==> src/rtl/cdb_arbiter_if.sv <==
// FU-result / CDB-broadcast bundle shared by the arbiter and its requesters.
// master = functional-unit side, slave = arbiter side.
interface cdb_arbiter_if #(
  parameter int NUM_FU     = 4,
  parameter int DATA_WIDTH = 32,
  parameter int ADDR_WIDTH = 32,
  parameter int TAG_WIDTH  = 6
);
  logic                  i_flush;
  logic [NUM_FU-1:0]     i_fu_valid;
  logic [NUM_FU-1:0]     i_fu_redirect;
  logic [DATA_WIDTH-1:0] i_fu_data [NUM_FU];
  logic [ADDR_WIDTH-1:0] i_fu_addr [NUM_FU];
  logic [TAG_WIDTH-1:0]  i_fu_tag  [NUM_FU];
  logic [NUM_FU-1:0]     o_fu_stall;
  logic                  o_cdb_en;
  logic                  o_cdb_redirect;
  logic [DATA_WIDTH-1:0] o_cdb_data;
  logic [ADDR_WIDTH-1:0] o_cdb_addr;
  logic [TAG_WIDTH-1:0]  o_cdb_tag;

  modport master (
    output i_flush, i_fu_valid, i_fu_redirect, i_fu_data, i_fu_addr, i_fu_tag,
    input  o_fu_stall, o_cdb_en, o_cdb_redirect, o_cdb_data, o_cdb_addr, o_cdb_tag
  );

  modport slave (
    input  i_flush, i_fu_valid, i_fu_redirect, i_fu_data, i_fu_addr, i_fu_tag,
    output o_fu_stall, o_cdb_en, o_cdb_redirect, o_cdb_data, o_cdb_addr, o_cdb_tag
  );
endinterface

==> src/rtl/cdb_arbiter.sv <==
// Round-robin arbiter sharing one CDB lane among NUM_FU functional units.
// Latency 1 cycle to o_cdb_*; losers get a same-cycle stall and must hold, nothing is buffered.
module cdb_arbiter #(
  parameter int NUM_FU     = 4,
  parameter int DATA_WIDTH = 32,
  parameter int ADDR_WIDTH = 32,
  parameter int TAG_WIDTH  = 6
) (
  input  logic         clk,
  input  logic         n_rst,
  cdb_arbiter_if.slave bus
);
  localparam int PW = $clog2(NUM_FU);

  logic [PW-1:0]     rr_ptr;
  logic [PW-1:0]     scan_idx;
  logic [PW-1:0]     grant_idx;
  logic              grant_vld;
  logic [NUM_FU-1:0] grant;

  function automatic logic [PW-1:0] wrap_idx(input logic [PW-1:0] base, input int off);
    int s;
    s = int'(base) + off;
    if (s >= NUM_FU) s = s - NUM_FU;
    return PW'(s);
  endfunction

  // First valid FU at or after rr_ptr wins; flush suppresses the grant entirely.
  always_comb begin
    scan_idx  = '0;
    grant_idx = '0;
    grant_vld = 1'b0;
    grant     = '0;
    for (int i = 0; i < NUM_FU; i++) begin
      scan_idx = wrap_idx(rr_ptr, i);
      if (!grant_vld && bus.i_fu_valid[scan_idx]) begin
        grant_vld = 1'b1;
        grant_idx = scan_idx;
      end
    end
    if (bus.i_flush) grant_vld = 1'b0;
    grant[grant_idx] = grant_vld;
  end

  assign bus.o_fu_stall = bus.i_fu_valid & ~grant & {NUM_FU{~bus.i_flush}};

  // Payload fields hold across idle cycles; consumers qualify with o_cdb_en.
  always_ff @(posedge clk) begin
    if (!n_rst) begin
      rr_ptr             <= '0;
      bus.o_cdb_en       <= 1'b0;
      bus.o_cdb_redirect <= 1'b0;
      bus.o_cdb_data     <= '0;
      bus.o_cdb_addr     <= '0;
      bus.o_cdb_tag      <= '0;
    end else begin
      bus.o_cdb_en <= grant_vld;
      if (grant_vld) begin
        bus.o_cdb_redirect <= bus.i_fu_redirect[grant_idx];
        bus.o_cdb_data     <= bus.i_fu_data[grant_idx];
        bus.o_cdb_addr     <= bus.i_fu_addr[grant_idx];
        bus.o_cdb_tag      <= bus.i_fu_tag[grant_idx];
        rr_ptr             <= (grant_idx == PW'(NUM_FU - 1)) ? '0 : grant_idx + PW'(1);
      end
    end
  end
endmodule

==> src/flat_wrapper.sv <==
// flat-port wrapper written by rule: the top's interface ports become plain ports
module cdb_arbiter_flat 
#(
  parameter int NUM_FU     = 4,
  parameter int DATA_WIDTH = 32,
  parameter int ADDR_WIDTH = 32,
  parameter int TAG_WIDTH  = 6
)
  (clk, n_rst, bus_i_flush, bus_i_fu_valid, bus_i_fu_redirect, bus_i_fu_data, bus_i_fu_addr, bus_i_fu_tag, bus_o_fu_stall, bus_o_cdb_en, bus_o_cdb_redirect, bus_o_cdb_data, bus_o_cdb_addr, bus_o_cdb_tag);
  cdb_arbiter_if #(.NUM_FU(NUM_FU), .DATA_WIDTH(DATA_WIDTH), .ADDR_WIDTH(ADDR_WIDTH), .TAG_WIDTH(TAG_WIDTH)) bus_i ();
  input  logic clk;
  input  logic n_rst;
  input wire logic [$bits(bus_i.i_flush)-1:0] bus_i_flush;
  input wire logic [$bits(bus_i.i_fu_valid)-1:0] bus_i_fu_valid;
  input wire logic [$bits(bus_i.i_fu_redirect)-1:0] bus_i_fu_redirect;
  input wire logic [$bits(bus_i.i_fu_data)-1:0] bus_i_fu_data;
  input wire logic [$bits(bus_i.i_fu_addr)-1:0] bus_i_fu_addr;
  input wire logic [$bits(bus_i.i_fu_tag)-1:0] bus_i_fu_tag;
  output wire logic [$bits(bus_i.o_fu_stall)-1:0] bus_o_fu_stall;
  output wire logic [$bits(bus_i.o_cdb_en)-1:0] bus_o_cdb_en;
  output wire logic [$bits(bus_i.o_cdb_redirect)-1:0] bus_o_cdb_redirect;
  output wire logic [$bits(bus_i.o_cdb_data)-1:0] bus_o_cdb_data;
  output wire logic [$bits(bus_i.o_cdb_addr)-1:0] bus_o_cdb_addr;
  output wire logic [$bits(bus_i.o_cdb_tag)-1:0] bus_o_cdb_tag;
  assign bus_i.i_flush = bus_i_flush;
  assign bus_i.i_fu_valid = bus_i_fu_valid;
  assign bus_i.i_fu_redirect = bus_i_fu_redirect;
  assign bus_i.i_fu_data = {>>{bus_i_fu_data}};
  assign bus_i.i_fu_addr = {>>{bus_i_fu_addr}};
  assign bus_i.i_fu_tag = {>>{bus_i_fu_tag}};
  assign bus_o_fu_stall = bus_i.o_fu_stall;
  assign bus_o_cdb_en = bus_i.o_cdb_en;
  assign bus_o_cdb_redirect = bus_i.o_cdb_redirect;
  assign bus_o_cdb_data = bus_i.o_cdb_data;
  assign bus_o_cdb_addr = bus_i.o_cdb_addr;
  assign bus_o_cdb_tag = bus_i.o_cdb_tag;
  cdb_arbiter #(.NUM_FU(NUM_FU), .DATA_WIDTH(DATA_WIDTH), .ADDR_WIDTH(ADDR_WIDTH), .TAG_WIDTH(TAG_WIDTH)) u_core (.clk(clk), .n_rst(n_rst), .bus(bus_i));
endmodule
==> config.mk <==
export PLATFORM = sky130hd
export DESIGN_NAME = cdb_arbiter_flat
export DESIGN_NICKNAME = d
export VERILOG_FILES = /design/src/rtl/cdb_arbiter_if.sv /design/src/rtl/cdb_arbiter.sv /design/src/flat_wrapper.sv
export SDC_FILE = /design/constraint.sdc
export NUM_CORES = 1
export LEC_CHECK = 0
export CORE_AREA = 2 2 143 145
export CTS_BUF_LIST = sky130_fd_sc_hd__clkbuf_8
export DETAILED_ROUTE_END_ITERATION = 8
export DIE_AREA = 0 0 145 147
export PLACE_DENSITY_LB_ADDON = 0.08
export SLEW_MARGIN = 20
export SYNTH_ARGS = -nofsm -noshare
export SYNTH_HDL_FRONTEND = slang
export SYNTH_SLANG_ARGS = --single-unit
==> constraint.sdc <==
create_clock -name clk -period 2.6 [get_ports clk]
set_input_delay 0.26 -clock clk [delete_from_list [all_inputs] [get_ports clk]]
set_output_delay 0.26 -clock clk [all_outputs]
set_load 0.005 [all_outputs]
==> metrics, run 1 <==
status finished clean; Synth-to-Final Area Change 103%; CTS Sinks 74; GRT Util Overall 0.175; Post-DRT Antenna Nets 0; Setup Fix Bufs, Post-CTS 0; reg2reg end u_core.bus.o_cdb_data[28]; Post-Route Utilization 0.399; R2R depth 7; Synth top area share 0.379; hold endpoint u_core.bus.o_cdb_addr[4]; clock group share of total power 0.291; critical path cell sequence nand2b_1 -> a221oi_2 -> buf_4 -> nor2b_4 -> nor3b_1 -> clkdlybuf4s50_1; Fin Clk Skew 0.0114 ns; Netlist cell types 29; Pwr Density 444 nW/um^2; # diodes 0; Mapped Cells 456; 1st-iter DRT viols 459; DR WL/cell 18.2 um; Max-Cap Viols 0; Sw Pwr 972 uW; CP required 2.34 ns; IO buf count 366; Max-slew headroom 0.449; flop2flop setup slack 0.50 ns; Net Sw Frac 0.276; initial core utilization 0.197; GP Congestion 0.894; DRC 0; clk root buf clkbuf_8; CP Launch Type flip-flop; first-pass GRT wire length 29.6 mm; Core ar. 19800 um^2; Fillers 1984; slowest CP cell clkdlybuf4s50_1; Die ar. 21300 um^2; synthesized area per cell 8.57 um^2; peak supply drop 0.000275 V; Yosys warning total 0; Syn Nets 747; leakage power 0.00276 uW; final worst-path cycle share 0.912; fraction of layout cells with a size suffix above 1 0.0516; Inserted Clock Buffers 9; Clock Path Buffers 2; Placed Cells 1048; Hold Path Class in -> reg; num ports 367; die width 145 um; CP Capture Type primary output; Seq cells post-synth 74; cell internal pwr 2550 uW; H-tree depth 3; Fin Setup TNS 0 ns; WHS 0.459 ns; register area share after synthesis 0.379; r2r startpoint u_core.rr_ptr[0]; DRT Pass-1 Iters 9; Nets 1080; top cells by area, synth dfxtp_1 (38%), a222oi_1 (18%), a31oi_1 (11%), o21ai_0 (9.6%), nand2_1 (6.9%); initial antenna violation count 0; WS Path Type reg -> out; Clock transition at path regs 0.09 ns; pins over their slew limit 0; hold_sp bus_i_fu_addr[36]; die height 147 um; Slew @ Worst Pin 0.826 ns; Setup Viol. Count Final 0; Fmax 0.422 GHz; Gate power share 0.344; CP arrival 2.11 ns; sequential power share 0.365; final hold vios 0; multi-input logic area 2040 um^2; leading area contributor after synthesis dfxtp_1; vias in the first global route 5215; Min Clock Period, post-route 2.37 ns; via count 5234; DR vias/cell 4.92; post-route insts no fill 1064; largest net degree at the start of global routing 74; Power Total 3520 uW; # rows 52; RSZ-0062 raised after global routing false; Worst Path Max Fanout 8; DRT Wirelength 19.4 mm; Synth Cell Area 3910 um^2; Storage cell area 1480 um^2; Worst-Skew Late Latency 0.36 ns; HPWL Detailed 14.5 mm; Worst path max stage delay 0.55 ns; CTS tree done; GRT Residual Overflow 0; WHS Path Cells 3
## final cells by class
| class | instances | area share |
|---|---|---|
| inverters | 2 | 0.000947 |
| well taps | 270 | 0.0426 |
| flip-flops and latches | 74 | 0.187 |
| clock buffers | 10 | 0.0174 |
| multi-input cells | 320 | 0.257 |
| repair buffers | 382 | 0.485 |
| clock inverters | 6 | 0.0103 |
## timing repair
action                     4_1_cts  5_1_grt
gates resized for setup          0        1
hold buffers                     0        0
setup endpoints to repair        0        1
hold endpoints to repair         0        0
## Yosys cell counts, drive strengths merged
cell type	instances
inv	2
and2	1
o21ai	76
nand2b	4
nand2	72
a31oi	71
a222oi	71
a221oi	1
dfxtp	74
clkbuf	16
o221a	1
o32a	1
o211a	1
nor2b	1
buf	44
nand3	1
nor3b	3
a21boi	2
nor4b	1
a21oi	5
o21bai	1
nor3	1
nor4	1
nor2	5
## metrics by stage
step                      area [um^2]  setup slack, ns
final                            7930            0.230
after global routing             7930           0.0421
after CTS                        7920            0.137
after detailed placement         7700            0.266
after global placement           7700            0.259
after floorplan                  3910             1.00
## layout by cell type, fill, tap and decap left out, types with 2 or more instances in the layout
cell type / instances
bufinv_16: 2
nor3b_1: 3
a21boi_0: 2
clkdlybuf4s50_1: 365
clkbuf_8: 10
buf_12: 5
a222oi_1: 71
o21ai_0: 75
nand2_1: 72
a21oi_1: 4
nand2b_1: 4
nor2_1: 4
inv_1: 3
buf_4: 11
a31oi_1: 71
dfxtp_1: 74
clkinv_2: 2
## power by group through the flow
| stage | clock network (uW) | logic [uW] | registers, uW |
|---|---|---|---|
| after floorplan | 0 | 451 | 1320 |
| after global placement | 0 | 1210 | 1310 |
| after detailed placement | 0 | 1220 | 1310 |
| after CTS | 1070 | 1220 | 1290 |
| after global routing | 1120 | 1310 | 1300 |
| final | 1020 | 1210 | 1290 |
## how the worst max path moves through the flow
stage	from	endpoint	cells past startpoint
6_report	u_core.rr_ptr[0]	bus_o_fu_stall[2]	6
5_1_grt	u_core.rr_ptr[0]	bus_o_fu_stall[2]	6
4_1_cts	u_core.rr_ptr[0]	bus_o_fu_stall[2]	6
3_5_place_dp	bus_i_fu_valid[2]	bus_o_fu_stall[0]	6
3_3_place_gp	bus_i_fu_valid[2]	bus_o_fu_stall[0]	6
2_1_floorplan	u_core.rr_ptr[0]	bus_o_fu_stall[2]	6
## worst max-delay path, delay by kind of cell (launching register included)
family | cells | cell delay [ns]
buffers and inverters | 2 | 0.71
and+or+nand+nor | 3 | 0.43
DFF | 1 | 0.39
AOI/OAI and AO/OA | 1 | 0.23
## flip-flops by register name, summed over array words and instances, names as in the netlist
signal                     flops
u_core.bus.o_cdb_addr         32
u_core.bus.o_cdb_data         32
u_core.bus.o_cdb_tag           6
u_core.rr_ptr                  2
u_core.bus.o_cdb_en            1
u_core.bus.o_cdb_redirect      1
## layer usage
metal	share of wire	up-vias	track usage
li1	-	2513	-
met1	0.39	2422	0.197
met2	0.50	279	0.317
met3	0.095	20	0.0578
met4	0.017	0	0.0475
met5	0	-	0
## cells by family after synthesis
logic type             count (synthesis)  share of synthesized area
AOI/OAI and AO/OA                    230                      0.419
and+or+nand+nor                       90                     0.0976
DFF                                   74                      0.379
buffers and inverters                 62                      0.104
Power figures use the tool's default switching activity.
==> run 2: changes to the inputs <==
- CTS_CLUSTER_DIAMETER: default -> 60
==> results of run 2 <==
The final DEF is identical to that of run 1; final timing and power are the same.
==> run 3: changes to the inputs <==
- HOLD_SLACK_MARGIN: default -> 0.03
==> results of run 3 <==
The final DEF is identical to that of run 1; final timing and power are the same.
